File: config.mk
export PLATFORM = sky130hd
export DESIGN_NAME = dmem_arbiter
export DESIGN_NICKNAME = d
export VERILOG_FILES = /design/src/rtl/dmem_arbiter.sv
export SDC_FILE = /design/constraint.sdc
export NUM_CORES = 1
export LEC_CHECK = 0
export ABC_AREA = 1
export CORE_UTILIZATION = 43
export CTS_CLUSTER_SIZE = 14
export DETAILED_ROUTE_END_ITERATION = 8
export GPL_ROUTABILITY_DRIVEN = 0
export GPL_TIMING_DRIVEN = 0
export PLACE_DENSITY = 0.87
export SYNTH_ARGS = -nofsm -noshare
export SYNTH_HDL_FRONTEND = slang
export SYNTH_SLANG_ARGS = --single-unit
File: constraint.sdc
create_clock -name clk -period 4.4 [get_ports clk]
set_input_delay 1.32 -clock clk [delete_from_list [all_inputs] [get_ports clk]]
set_output_delay 1.32 -clock clk [all_outputs]
set_load 0.01 [all_outputs]
File: src/rtl/dmem_arbiter.sv
// Two-port round-robin arbiter/sequencer in front of a single-port data memory.
// After reset it optionally zero-fills the memory, then serves port 0 (LSU) and port 1 (debug/DMA).
module dmem_arbiter #(
    parameter int DATA_WIDTH = 32,
    parameter int ADDR_WIDTH = 10,
    parameter int INIT_CLEAR = 1
) (
    input  logic                  clk,
    input  logic                  rst_n,

    input  logic                  p0_req,
    input  logic                  p0_we,
    input  logic [ADDR_WIDTH-1:0] p0_addr,
    input  logic [DATA_WIDTH-1:0] p0_wdata,
    output logic                  p0_gnt,
    output logic                  p0_rvalid,
    output logic [DATA_WIDTH-1:0] p0_rdata,

    input  logic                  p1_req,
    input  logic                  p1_we,
    input  logic [ADDR_WIDTH-1:0] p1_addr,
    input  logic [DATA_WIDTH-1:0] p1_wdata,
    output logic                  p1_gnt,
    output logic                  p1_rvalid,
    output logic [DATA_WIDTH-1:0] p1_rdata,

    output logic [ADDR_WIDTH-1:0] mem_address,
    output logic                  mem_we,
    output logic [DATA_WIDTH-1:0] mem_dataIn,
    input  logic [DATA_WIDTH-1:0] mem_dataOut,

    output logic                  init_done
);

    localparam logic [0:0]            S_INIT   = 1'b0;
    localparam logic [0:0]            S_SERVE  = 1'b1;
    localparam logic [ADDR_WIDTH-1:0] CNT_LAST = '1;
    localparam logic [0:0]            S_RST    = (INIT_CLEAR != 0) ? S_INIT : S_SERVE;
    localparam logic                  DONE_RST = (INIT_CLEAR == 0);

    logic [0:0]            state_q, state_d;
    logic [ADDR_WIDTH-1:0] cnt_q, cnt_d;
    logic [ADDR_WIDTH-1:0] addr_q, addr_d;
    logic                  rr_q, rr_d;
    logic                  done_q, done_d;
    logic                  rv0_q, rv0_d, rv1_q, rv1_d;
    logic [DATA_WIDTH-1:0] rd0_q, rd0_d, rd1_q, rd1_d;

    logic                  g0, g1, we_c;
    logic [ADDR_WIDTH-1:0] addr_c;
    logic [DATA_WIDTH-1:0] din_c;

    always_comb begin
        g0      = 1'b0;
        g1      = 1'b0;
        we_c    = 1'b0;
        addr_c  = addr_q;
        din_c   = '0;
        state_d = state_q;
        cnt_d   = cnt_q;
        addr_d  = addr_q;
        rr_d    = rr_q;
        done_d  = done_q;
        rv0_d   = 1'b0;
        rv1_d   = 1'b0;
        rd0_d   = rd0_q;
        rd1_d   = rd1_q;

        if (state_q == S_INIT) begin
            we_c   = 1'b1;
            addr_c = cnt_q;
            cnt_d  = cnt_q + 1'b1;
            addr_d = cnt_q;
            if (cnt_q == CNT_LAST) begin
                state_d = S_SERVE;
                done_d  = 1'b1;
            end
        end else begin
            // rr_q names the port that wins a tie; it flips to the loser on every grant.
            g0 = p0_req & (~p1_req | ~rr_q);
            g1 = p1_req & (~p0_req |  rr_q);
            if (g0) begin
                we_c   = p0_we;
                addr_c = p0_addr;
                din_c  = p0_wdata;
                addr_d = p0_addr;
                rr_d   = 1'b1;
                if (!p0_we) begin
                    rv0_d = 1'b1;
                    rd0_d = mem_dataOut;
                end
            end else if (g1) begin
                we_c   = p1_we;
                addr_c = p1_addr;
                din_c  = p1_wdata;
                addr_d = p1_addr;
                rr_d   = 1'b0;
                if (!p1_we) begin
                    rv1_d = 1'b1;
                    rd1_d = mem_dataOut;
                end
            end
        end
    end

    always_ff @(posedge clk or negedge rst_n) begin
        if (!rst_n) begin
            state_q <= S_RST;
            cnt_q   <= '0;
            addr_q  <= '0;
            rr_q    <= 1'b0;
            done_q  <= DONE_RST;
            rv0_q   <= 1'b0;
            rv1_q   <= 1'b0;
            rd0_q   <= '0;
            rd1_q   <= '0;
        end else begin
            state_q <= state_d;
            cnt_q   <= cnt_d;
            addr_q  <= addr_d;
            rr_q    <= rr_d;
            done_q  <= done_d;
            rv0_q   <= rv0_d;
            rv1_q   <= rv1_d;
            rd0_q   <= rd0_d;
            rd1_q   <= rd1_d;
        end
    end

    // Combinational outputs are forced quiet while reset is held.
    assign p0_gnt      = g0 & rst_n;
    assign p1_gnt      = g1 & rst_n;
    assign mem_we      = we_c & rst_n;
    assign mem_address = rst_n ? addr_c : '0;
    assign mem_dataIn  = rst_n ? din_c : '0;

    assign p0_rvalid = rv0_q;
    assign p0_rdata  = rd0_q;
    assign p1_rvalid = rv1_q;
    assign p1_rdata  = rd1_q;
    assign init_done = done_q;

endmodule
Word-level counts from Yosys, hierarchy flattened

Index checks and enable logic that the tools add are counted.

Add/subtract/negate cells: 1
Multiply operators: 0
Divide/modulo/power cells: 0
Magnitude comparators: 0
Equality and inequality tests: 1
Shift-type cells: 0
Multiplexer cells: 24
Bitwise gates (word level): 14
Reduce and logical (&&, ||, !) cells: 5

Operators by type and width:

| kind                    | number |
|---|---|
| $mux W32                | 4 |
| $mux W10                | 4 |
| $mux W1                 | 16 |
| $add A10 B1 Y10 const B | 1 |
| $eq A10 B10 Y1 const B  | 1 |
| $not A1 Y1              | 7 |
| $and A1 B1 Y1           | 5 |
| $reduce_and A2 Y1       | 2 |
| $reduce_and A4 Y1       | 1 |
| $reduce_and A3 Y1       | 1 |
| $or A1 B1 Y1            | 2 |
| $reduce_bool A2 Y1      | 1 |

Bits in registers: 89
Bits in latches: 0
Bits in writable memories: 0
Memory bits (read-only): 0
Output and inout port bits: 112
Word-level logic and storage cells: 54
Memories kept: 0

Logic depth before layout (Yosys ltp)

Gate-level depths: netlist of the first run.

Depth after elaboration: 7
Gate-level depth with buffers: 9

Least setup slack after synthesis of the first run

No wires, ideal clock.

Kind: input to output
Start: input p1_req
End: output mem_dataIn[22]
Data arrival time: 2.054 ns
Required time: 3.080 ns
Slack: 1.026 ns
Stages on the path: 8
Cells stage by stage: nand2_4 -> nand2_2 -> inv_2 -> nand2_1 -> inv_1 -> buf_2 -> nand2_1 -> nand2_1

Word-level cells in the longest chain between the ends: 6
Elaborated cells between the ends (all ways): 8
Classes of those cells: mux: 4; bitwise: 4

RTL lines:

| what               | RTL line | source |
|---|---|---|
| start: declaration | 19       | `input logic p1_req,` |
| $not A1 Y1         | 80       | `g0 = p0_req & (~p1_req \| ~rr_q);` |
| $or A1 B1 Y1       | 80       |  |
| $and A1 B1 Y1      | 80       |  |
| $mux W32 *         | 82       | `if (g0) begin` |
| $mux W32 *         | 69       | `if (state_q == S_INIT) begin` |
| $mux W32 *         | 135      | `assign mem_dataIn = rst_n ? din_c : '0;` |
| end: declaration   | 29       | `output logic [DATA_WIDTH-1:0] mem_dataIn,` |

Mark *: on every way between the ends. The rest lies on a longest branch, timed or not.

Final worst setup path of the first run

Start: input p0_req
End: output mem_address[8]

Word-level cells in the longest chain between the ends: 7
Elaborated cells between the ends (all ways): 8
Classes of those cells: mux: 4; bitwise: 4

RTL lines:

| what               | RTL line | source |
|---|---|---|
| start: declaration | 11       | `input logic p0_req,` |
| $not A1 Y1         | 81       | `g1 = p1_req & (~p0_req \| rr_q);` |
| $or A1 B1 Y1       | 81       |  |
| $and A1 B1 Y1      | 81       |  |
| $mux W10           | --       |  |
| $mux W10 *         | 82       |  |
| $mux W10 *         | --       |  |
| $mux W10 *         | 134      | `assign mem_address = rst_n ? addr_c : '0;` |
| end: declaration   | 27       | `output logic [ADDR_WIDTH-1:0] mem_address,` |

Marks and branches as above.

==> impl_metrics.tcl, run 1 <==
set metrics [dict create \
    status "finished, final reports clean" \
    avgSynthCellArea_sq_um 7.572 \
    layout_common_cells "nand2_1, clkdlybuf4s50_1, dfrtp_1, o21ai_0, nand3_1" \
    max_stage_delay_ns 0.56 \
    area_growth_pct 63.36 \
    fp.dieH_um 103.1 \
    rsz0062_at_grt "false" \
    via_per_inst 4.835 \
    crit_family "buffers and inverters" \
    ys_seq_elements 89 \
    finalNetCount 951 \
    setup_viol 0 \
    fin_setup_tns_ns 0 \
    grt_max_degree 33 \
    timing.critical_path.buf_inv 4 \
    die_area_sq_um 10620 \
    drt_first_pass_iters 5 \
    max_freq_mhz 233.2 \
    htreeDepth 3 \
    tightestPinTransition_ns 0.4233 \
    ctsHoldBuffers 0 \
    ant_nets 0 \
    critPathKind "input pin to primary output" \
    slew_violations 0 \
    min_period_ns 4.287 \
    synthSimpleGateAreaFrac_pct 34.96 \
    grt-ovfl-total 0 \
    drive_gt1_share_pct 8.403 \
    hold_viol 0 \
    synth_cells 580 \
    critical_path.max_fanout 10 \
    clkTransAtPathRegs_ns 0.09 \
    place_ws_ns -0.3450 \
    cts_tree "done" \
    dp_hpwl_um 11040 \
    min_period_over_period_pct 97.44 \
    critical_path.most_common_cell "nand3_1" \
    maxSlewHeadroom_pct 71.78 \
    p_per_area_nw_per_um2 227.0 \
    core_sq_um 9819 \
    boundaryPins 234 \
    power.switching_w 0.0003937 \
    pwr-share-seq_pct 51.3 \
    port_buffers 233 \
    drt_iter0_drc 183 \
    num_rows 36 \
    cp_cell_sequence "dlygate4sd2_1, buf_6, inv_1, nand2_2, nand3_1, nand3_1, nand2_1, a21oi_1, clkdlybuf4s50_1" \
    antenna_cells 0 \
    antenna_found_initial 0 \
    start_util_pct 44.72 \
    clk_latency_ns 0.36 \
    peakVddDrop_uv 243.8 \
    worstPathRequired_ns 3.08 \
    avgRoutedWirePerCell_um 14.56 \
    cts-root-buf "clkbuf_8" \
    cts_buffers 9 \
    p_int_w 0.001235 \
    die_w_um 103.1 \
    yosysWarnings 0 \
    drc 0 \
    hold_slack_ns 0.4854 \
    finalClockSkew_ns 0.01420 \
    synthAdderAreaFrac_pct 0.2849 \
    seq_area_frac_synth_pct 50.71 \
    end_kind "primary output" \
    synthXorXnorAreaFrac_pct 1.595 \
    grt_pass1_wl_um 20480 \
    num_vias 4671 \
    clk_path_buf_depth 2 \
    total_power_w 0.001629 \
    switching_share_pct 24.17 \
    leakagePower_nw 3.733 \
    synth_top_family_by_area "simple AND/OR/NAND/NOR gates" \
    cap_violations 0 \
    synth_nets 703 \
    cp-start-kind "input pin" \
    grt_usage_pct 25.49 \
    clock-sinks 89 \
    muxShareOfSynthArea_pct 0 \
    fin_util_pct 73.06 \
    grt_pass1_vias 4376 \
    layout_commonest_cell "nand2_1" \
    pwr-share-comb_pct 13.4 \
    hp-class "register to register" \
    ys_types 25 \
    cpMaxStageDelayCell "clkdlybuf4s50_1" \
    synth_area_sq_um 4392 \
    wl_um 14060 \
    cp.arrival_ns 2.97 \
    postLayoutSetupSlackWorst_ns 0.1127 \
    synth_compound_area_share_pct 5.328 \
    p_clk_share_pct 35.3 \
]
[synthesized netlist by cell type]
cell type / n / area [sq um]
nand2_1: 302 / 1134
dfrtp_1: 89 / 2227
o21ai_0: 34 / 170.2
inv_1: 32 / 120.1
nand3_1: 32 / 160.2
buf_2: 14 / 70.07
nand2_2: 14 / 87.58
a21oi_1: 10 / 50.05
nand3b_1: 9 / 67.56
nor2_1: 9 / 33.78
buf_4: 7 / 52.55
xor2_1: 6 / 52.55
clkbuf_1: 5 / 18.77
buf_6: 2 / 22.52
inv_2: 2 / 7.510
nand2_4: 2 / 22.52
nand4_1: 2 / 12.51
xnor2_1: 2 / 17.52
a31oi_1: 1 / 6.260
buf_8: 1 / 15.01
ha_1: 1 / 12.51
inv_4: 1 / 6.260
nor2_2: 1 / 6.260
nor2_4: 1 / 11.26
o21bai_1: 1 / 7.510
[registers in the layout, summed over array words and instances, names as in the netlist]
signal and cells:
p1_rdata 32, p1_rvalid 1, init_done 1, state_q 1, p0_rvalid 1, cnt_q 10
p0_rdata 32, addr_q 10, rr_q 1
[path summary, 6_finish.rpt]
check	startpoint	endpoint	slack, ns	cells after the start
worst max-delay path	p0_req	mem_address[8]	0.11	9
worst min-delay path	p1_rdata[0]	p1_rdata[0]	0.49	2
worst max register to register	state_q	p1_rdata[15]	2.86	7
worst min register to register	p1_rdata[0]	p1_rdata[0]	0.49	2
max in group asynchronous	rst_n	p0_rdata[0]	2.93	2
min in group asynchronous	rst_n	p1_rdata[13]	0.81	1
[timing repair]
item | 4_1_cts | 5_1_grt
cloned | 1 | 0
setup endpoints to repair | 45 | 37
pin swaps | 1 | 1
resized for setup | 10 | 10
buffers inserted | 1 | 2
[kinds of logic (layout without fill, tap and decap cells)]
logic type,after synthesis,count (layout)
DFF,89,89
AOI/OAI and AO/OA,46,46
adders and majority gates,1,1
buffers and inverters,64,317
xor gates and xnor gates,8,8
and+or+nand+nor,372,372
[final cells by class]
cell class	instances	area (sq um)
Inverter	35	133.9
Buffer	29	191.4
Clock inverter	7	77.57
Multi-Input combinational cell	427	1852
Timing Repair Buffer	237	2402
Clock buffer	9	123.9
Sequential cell	89	2227
Fill cell	775	2645
Tap cell	133	166.4
[through the flow]
stage	cells	instance area [sq um]
global route	966	7174
CTS	965	7166
finish	966	7174
detailed placement	947	6915
floorplan	580	4392
global placement	946	6890
[tightest hold or removal path: stages (launching register included)]
cell and delay, ns:
dfrtp_1 0.35, nand2_1 0.05, nand2_1 0.06
[power groups by stage]
stage          clock network (W)   logic, W  registers (W)
6_report                0.000575   0.000218       0.000836
3_3_place_gp                   0   0.000208       0.000852
4_1_cts                 0.000583   0.000221       0.000836
5_1_grt                 0.000613   0.000236       0.000838
3_5_place_dp                   0   0.000215       0.000852
2_1_floorplan                  0  0.0000384       0.000857
[routing by layer]
| metal | GRT usage, % | share of wire, % |
|---|---|---|
| met5 | 0 | 0 |
| met4 | 13.33 | 3.5 |
| met3 | 6.712 | 8.5 |
| met2 | 45.59 | 51 |
| met1 | 27.70 | 37 |
No activity file was read; power rests on OpenSTA's default activity.
==> run 2, diff against run 1 <==
--- a/config.mk
+++ b/config.mk
@@ -6,6 +6,7 @@
 export NUM_CORES = 1
 export LEC_CHECK = 0
 export ABC_AREA = 1
+export ABC_CLOCK_PERIOD_IN_PS = 4400
 export CORE_UTILIZATION = 43
 export CTS_CLUSTER_SIZE = 14
 export DETAILED_ROUTE_END_ITERATION = 8
==> results of run 2 <==
No change in the layout: final DEF, timing and power equal those of run 1.
